[src/rtl/spiflash_programmer.sv]
// -----------------------------------------------------------------------------
// spiflash_programmer
// Memory-mapped SPI NOR write engine. Each accepted command programs one
// 32-bit word: WREN, PAGE PROGRAM (opcode, 3 address bytes, 4 data bytes LSB
// first), then RDSR polling until the status WIP bit clears or the poll limit
// is reached. Drives the same 6-bit flash pin group as the read controller;
// the top level hands the pins to this block while `active` is high.
//
// Ports:
//   clk, resetn           system clock, asynchronous active-low reset
//   cmd_valid/cmd_ready   single-beat command handshake (ready only in IDLE)
//   cmd_addr[23:0]        flash byte address, bits [1:0] forced to zero
//   cmd_wdata[31:0]       word to program
//   done                  one-cycle pulse at command completion
//   err                   poll timeout flag, valid with done, held until next done
//   active                block owns the flash pins
//   flash_in/out/oeb[5:0] [0]csb [1]sck [2]io0 [3]io1(MISO) [4]io2 [5]io3
// -----------------------------------------------------------------------------
module spiflash_programmer #(
    parameter int CLK_DIV    = 2,
    parameter int CS_GAP     = 4,
    parameter int POLL_LIMIT = 1024
) (
    input  logic        clk,
    input  logic        resetn,
    input  logic        cmd_valid,
    output logic        cmd_ready,
    input  logic [23:0] cmd_addr,
    input  logic [31:0] cmd_wdata,
    output logic        done,
    output logic        err,
    output logic        active,
    input  logic [5:0]  flash_in,
    output logic [5:0]  flash_out,
    output logic [5:0]  flash_oeb
);

    localparam int DW = $clog2(CLK_DIV + 1);
    localparam int GW = $clog2(CS_GAP + 1);
    localparam int PW = $clog2(POLL_LIMIT + 1);

    typedef enum logic [2:0] {
        S_IDLE, S_WREN, S_PP, S_RDSR, S_GAP, S_CHECK, S_DONE
    } state_t;

    state_t        r_state, w_next_state;
    state_t        r_after, w_after_next;   // where GAP goes once it expires
    logic [23:0]   r_addr;
    logic [31:0]   r_wdata;
    logic [63:0]   r_shreg;                 // outgoing frame bits, MSB on io0
    logic [7:0]    r_status;
    logic [DW-1:0] r_div;
    logic          r_phase;                 // 0: sck low half, 1: sck high half
    logic [6:0]    r_bit;                   // completed bits in current frame
    logic [GW-1:0] r_gap_cnt;
    logic [PW-1:0] r_poll;
    logic          r_err;

    logic       w_in_shift, w_next_shift, w_enter_shift;
    logic       w_frame_end, w_tick, w_timeout;
    logic [6:0] w_nbits;
    logic       w_csb, w_sck, w_io0;
    logic       w_unused;

    assign w_unused = ^{cmd_addr[1:0], flash_in[5:4], flash_in[2:0]};

    assign w_in_shift    = (r_state == S_WREN) || (r_state == S_PP) || (r_state == S_RDSR);
    assign w_next_shift  = (w_next_state == S_WREN) || (w_next_state == S_PP) ||
                           (w_next_state == S_RDSR);
    assign w_enter_shift = w_next_shift && (w_next_state != r_state);
    assign w_tick        = (r_div == DW'(CLK_DIV - 1));

    always_comb begin
        case (r_state)
            S_WREN:  w_nbits = 7'd8;
            S_PP:    w_nbits = 7'd64;
            S_RDSR:  w_nbits = 7'd16;   // 8 opcode bits out, 8 status bits in
            default: w_nbits = 7'd0;
        endcase
    end

    // The frame ends in the cycle after the last falling sck edge; csb stays
    // low through it and rises when the FSM moves to GAP.
    assign w_frame_end = (r_bit == w_nbits);

    // NOTE: every combinational output gets a default first so no path through
    // the case statement can leave a signal unassigned and infer a latch.
    always_comb begin
        w_next_state = r_state;
        w_after_next = r_after;
        w_timeout    = 1'b0;
        case (r_state)
            S_IDLE:  if (cmd_valid) w_next_state = S_WREN;
            S_WREN:  if (w_frame_end) begin w_next_state = S_GAP; w_after_next = S_PP;    end
            S_PP:    if (w_frame_end) begin w_next_state = S_GAP; w_after_next = S_RDSR;  end
            S_RDSR:  if (w_frame_end) begin w_next_state = S_GAP; w_after_next = S_CHECK; end
            S_GAP:   if (r_gap_cnt == GW'(CS_GAP - 1)) w_next_state = r_after;
            S_CHECK: begin
                if (!r_status[0]) begin
                    w_next_state = S_DONE;
                end else if (r_poll == PW'(POLL_LIMIT)) begin
                    w_next_state = S_DONE;
                    w_timeout    = 1'b1;
                end else begin
                    w_next_state = S_GAP;
                    w_after_next = S_RDSR;
                end
            end
            S_DONE:  w_next_state = S_IDLE;
            default: w_next_state = S_IDLE;
        endcase
    end

    // NOTE: all state is updated with non-blocking assignments so every
    // register samples the pre-edge values regardless of statement order.
    always_ff @(posedge clk or negedge resetn) begin
        if (!resetn) begin
            r_state   <= S_IDLE;
            r_after   <= S_PP;
            r_addr    <= '0;
            r_wdata   <= '0;
            r_shreg   <= '0;
            r_status  <= '0;
            r_div     <= '0;
            r_phase   <= 1'b0;
            r_bit     <= '0;
            r_gap_cnt <= '0;
            r_poll    <= '0;
            r_err     <= 1'b0;
        end else begin
            r_state <= w_next_state;
            r_after <= w_after_next;

            if (r_state == S_IDLE && cmd_valid) begin
                r_addr  <= {cmd_addr[23:2], 2'b00};
                r_wdata <= cmd_wdata;
                r_poll  <= '0;
            end

            r_gap_cnt <= (r_state == S_GAP) ? r_gap_cnt + 1'b1 : '0;

            if (w_enter_shift) begin
                r_div   <= '0;
                r_phase <= 1'b0;
                r_bit   <= '0;
                case (w_next_state)
                    S_WREN:  r_shreg <= {8'h06, 56'h0};
                    S_PP:    r_shreg <= {8'h02, r_addr, r_wdata[7:0], r_wdata[15:8],
                                         r_wdata[23:16], r_wdata[31:24]};
                    default: r_shreg <= {8'h05, 56'h0};  // zeros keep io0 low while reading
                endcase
                if (w_next_state == S_RDSR) r_poll <= r_poll + 1'b1;
            end else if (w_in_shift && !w_frame_end) begin
                if (!w_tick) begin
                    r_div <= r_div + 1'b1;
                end else begin
                    r_div <= '0;
                    if (!r_phase) begin
                        // This edge raises sck: sample MISO during the status byte.
                        r_phase <= 1'b1;
                        if (r_state == S_RDSR && r_bit >= 7'd8)
                            r_status <= {r_status[6:0], flash_in[3]};
                    end else begin
                        r_phase <= 1'b0;
                        r_bit   <= r_bit + 1'b1;
                        r_shreg <= {r_shreg[62:0], 1'b0};
                    end
                end
            end

            if (r_state == S_CHECK && w_next_state == S_DONE) r_err <= w_timeout;
        end
    end

    assign w_csb = ~w_in_shift;
    assign w_sck = w_in_shift & r_phase;
    assign w_io0 = w_in_shift & r_shreg[63];

    assign cmd_ready = (r_state == S_IDLE);
    assign active    = (r_state != S_IDLE);
    assign done      = (r_state == S_DONE);
    assign err       = r_err;

    // io2/io3 held high (WP#/HOLD# inactive); io1 is the only input while active.
    assign flash_out = active ? {1'b1, 1'b1, 1'b0, w_io0, w_sck, w_csb} : 6'b000000;
    assign flash_oeb = active ? 6'b001000 : 6'b111111;

endmodule

[config.mk]
export PLATFORM = sky130hd
export DESIGN_NAME = spiflash_programmer
export DESIGN_NICKNAME = d
export VERILOG_FILES = /design/src/rtl/spiflash_programmer.sv
export SDC_FILE = /design/constraint.sdc
export NUM_CORES = 1
export LEC_CHECK = 0
export BUFFER_PORTS_ARGS = -buffer_cell sky130_fd_sc_hd__buf_2
export CORE_ASPECT_RATIO = 1.5
export CORE_MARGIN = 2
export CORE_UTILIZATION = 40
export DETAILED_ROUTE_END_ITERATION = 7
export GPL_TIMING_DRIVEN = 0
export PLACE_DENSITY = 0.57
export SLEW_MARGIN = 20
export SYNTH_ARGS = -nofsm -noshare
export SYNTH_HDL_FRONTEND = slang
export SYNTH_SLANG_ARGS = --single-unit
export TNS_END_PERCENT = 10
[constraint.sdc]
create_clock -name clk -period 2.2 [get_ports clk]
set_clock_uncertainty 0.05 [all_clocks]
set_input_delay 0.33 -clock clk [delete_from_list [all_inputs] [get_ports clk]]
set_output_delay 0.33 -clock clk [all_outputs]
set_load 0.02 [all_outputs]
==> summary.md <==
| Metric | Value |
|---|---|
| Worst slew pin tran | 0.7018 ns |
| Worst slew margin | 0.5322 |
| GRT overflow | 0 |
| Top_reg_cell synth | dfrtp_1 |
| Tmin final | 2.629 ns |
| CTS tree | done |
| Synth Net Count | 902 |
| Hold WC Path Type | in2reg |
| Unique masters post-synth | 66 |
| Synthesized area per cell | 9.517 µm² |
| Initial Utilization | 0.4046 |
| Core Area | just under 20,000 µm² |
| DP Wirelength | 13,340 µm |
| Area leader, netlist | dfrtp_1 |
| Max Slew Vio Count | 0 |
| # diodes | 0 |
| Area Overhead vs Synth | 35.06% |
| CTS Buf Count | 17 |
| Total track usage | 0.2080 |
| Number of flops mapped to enable cells by yosys | 0 |
| Cell Pwr Density | 587.8 nW/µm² |
| Top cells by area, synth | dfrtp_1 (47%), nand2_1 (9.9%), a2bb2oi_1 (5.8%), a32oi_1 (5.6%), nor4b_2 (3.8%) |
| Failing checks | setup timing |
| Post-route worst setup slack | -0.4288 ns |
| First-pass GRT wire length | 34,890 µm |
| Max-cap violations | 0 |
| Commonest cells in the synthesized netlist | nand2_1 (209), dfrtp_1 (149), inv_1 (67) |
| Crit share post-route | 1.195 |
| Final Hold Vio Count | 0 |
| Die H | 176.2 µm |
| Layout net count | 1,049 |
| Pre-antenna DRT Iters | 6 |
| Routed WL | 21,180 µm |
| CTS clk-pin slew, worst paths | 0.06 ns |
| WP data required | between 2 and 2.5 ns |
| Clock sinks | 150 |
| Final ANT Viol Nets | 0 |
| Worst VDD drop | 0.3901 mV |
| Number of global-route vias before repair | 6,762 |
| Ys async rst share | 1.000 |
| Synth Register Bits | 150 |
| Startpoint types | register |
| Fraction of layout cells with a size suffix above 1 | 0.3387 |
| DRC Markers | 0 |
| Final Wtd Congestion | roughly 0.78 |
| Crit Path Class | reg2reg |
| Synthesis warning total | 0 |
| Design Area, Final | around 11,000 µm² |
| Vias | 6,702 |
| CP Capture Type | register |
| Iter 0 DRT Violations | 363 |
| Final Core Density | 0.5464 |
| RSZ-0062 raised after global routing | yes |
| Vias per cell | around 5.4 |
| Fin Setup TNS | -27.22 ns |
| Footprint of the multi-input gates | 4218 µm² |
| Die Area | 20,940 µm² |
| Count of final setup violators | 89 |
| WL/cell | 16.96 µm |
| Site row count | 63 |
| Die Wd | around 120 µm |
| Max clock buf depth | 2 |
| Root cell of the clock tree | clkbuf_16 |
| Worst EP arrival | 2.89 ns |
| Pin count of the biggest net entering global routing | 93 |
| Register Area | 3761 µm² |
| Post-synth top area share | 0.4714 |
| Max H-tree Level | 4 |
| Synth Instances | 831 |
| Worst skew pair latency | 0.43 ns |
| Initial antenna violation count | 0 |
| Status | complete, but fails checks |
| Port buffer count | 71 |
| Most common cell in the netlist | nand2_1 |
| Synth Cell Area | 7909 µm² |
| Number of fill cells | 1,778 |
| Peak fanout along the critical path | 6 |
| Post-DP Area | 8656 µm² |
| Maximum operating frequency | 0.3804 GHz |
| Total power | 6279 µW |
| Post-synthesis sequential area ratio | 0.4748 |
| P_leak | 0.004888 µW |
| I/O pins | 81 |
sequential cells by signal, summed over array words and instances, names as in the netlist, 2 cells and up:
register	flops
r_state	3
r_shreg	64
r_gap_cnt	3
r_after	3
r_poll	11
r_div	2
r_wdata	32
r_addr	22
r_bit	7
per-layer routing:
metal	track usage	wire length, µm	vias to the layer above
met5	0	0	-
met4	0.05952	320	0
met3	0.03908	639	23
met2	0.3666	11080	134
met1	0.2593	9136	3301
li1	-	-	3244
area by class of cell:
| cell class | count | share of cell area |
|---|---|---|
| sequential | 150 | 0.3521 |
| clock buffer | 21 | 0.04404 |
| tap | 260 | 0.03046 |
| timing repair buffer | 128 | 0.08563 |
| clock inverter | 9 | 0.01394 |
| multi-input combinational | 534 | 0.3949 |
| inverter | 69 | 0.02448 |
| buffer | 78 | 0.05447 |
final timing paths:
kind                               from            to  slack, ns  cells past startpoint
max in group asynchronous        resetn      r_bit[3]       0.88                      3
max                            r_bit[0]    r_shreg[1]      -0.43                      9
min                        cmd_wdata[7]    r_wdata[7]       0.03                      3
min in group asynchronous        resetn     r_poll[6]       0.37                      2
min reg2reg                r_gap_cnt[0]  r_gap_cnt[0]       0.38                      1
max reg2reg                    r_bit[0]    r_shreg[1]      -0.43                      9
repair_timing:
item                       4_1_cts  5_1_grt
setup endpoints to repair      151      136
resized for setup              140       61
hold buffers                     1        0
setup buffers                   42        9
hold endpoints to repair        58        0
gates cloned                     3        1
pin swaps                       38       19
per-stage QoR:
| step | hold slack [ns] | worst slack (ns) | cells |
|---|---|---|---|
| after floorplan | -0.01559 | -0.06144 | 831 |
| after global placement | 0.3718 | -1.677 | 1162 |
| after detailed placement | 0.2455 | -0.8464 | 1164 |
| after CTS | 0.02253 | -0.3218 | 1240 |
| after global routing | 0.03503 | -0.5179 | 1249 |
| final | 0.03393 | -0.4288 | 1249 |
layout by cell type (no fill, tap or decap), types with 5 or more instances in the layout:
cell       instances
a21oi_1            9
nor3_1             5
nor2_1            17
mux2i_1           13
a32oi_1           51
nor4b_4           21
dfrtp_1          144
xnor2_1            7
dfrtp_2            5
nand2_1          206
clkbuf_1          18
buf_12             5
clkbuf_16         19
buf_6             15
clkbuf_2          16
nor4b_2           32
buf_2             80
clkbuf_8           7
buf_4             58
inv_1             65
nand3_1            9
a2bb2oi_1         48
nand4_1           11
critical path, stage by stage, from the launching register on:
cell and delay (ns):
dfrtp_1 0.40, inv_2 0.11, ha_4 0.14, nor3b_4 0.25
o21ai_4 0.13, o41a_1 0.37, o22a_4 0.27, bufbuf_16 0.29
o32a_1 0.33, a2bb2oi_1 0.15
cell families (layout without fill, tap and decap cells):
group / Yosys count / count (layout) / share of synthesized area
multiplexers: 17 / 17 / 0.02215
AND/OR/NAND/NOR: 340 / 340 / 0.2327
AO/OA/AOI/OAI: 162 / 162 / 0.1707
flip-flops: 150 / 150 / 0.4748
XOR/XNOR: 7 / 7 / 0.007752
adder cells (fa/ha/maj): 6 / 6 / 0.009492
buffers and inverters: 147 / 305 / 0.08147
other: 2 / 2 / 0.0009496
power breakdown:
group / total, µW / internal, µW / switching, µW
combinational: 261 / 122 / 138
clock: 3110 / 1970 / 1140
sequential: 2910 / 2860 / 48.5
total: 6280 / 4960 / 1320
(Power assumes the default switching activity.)
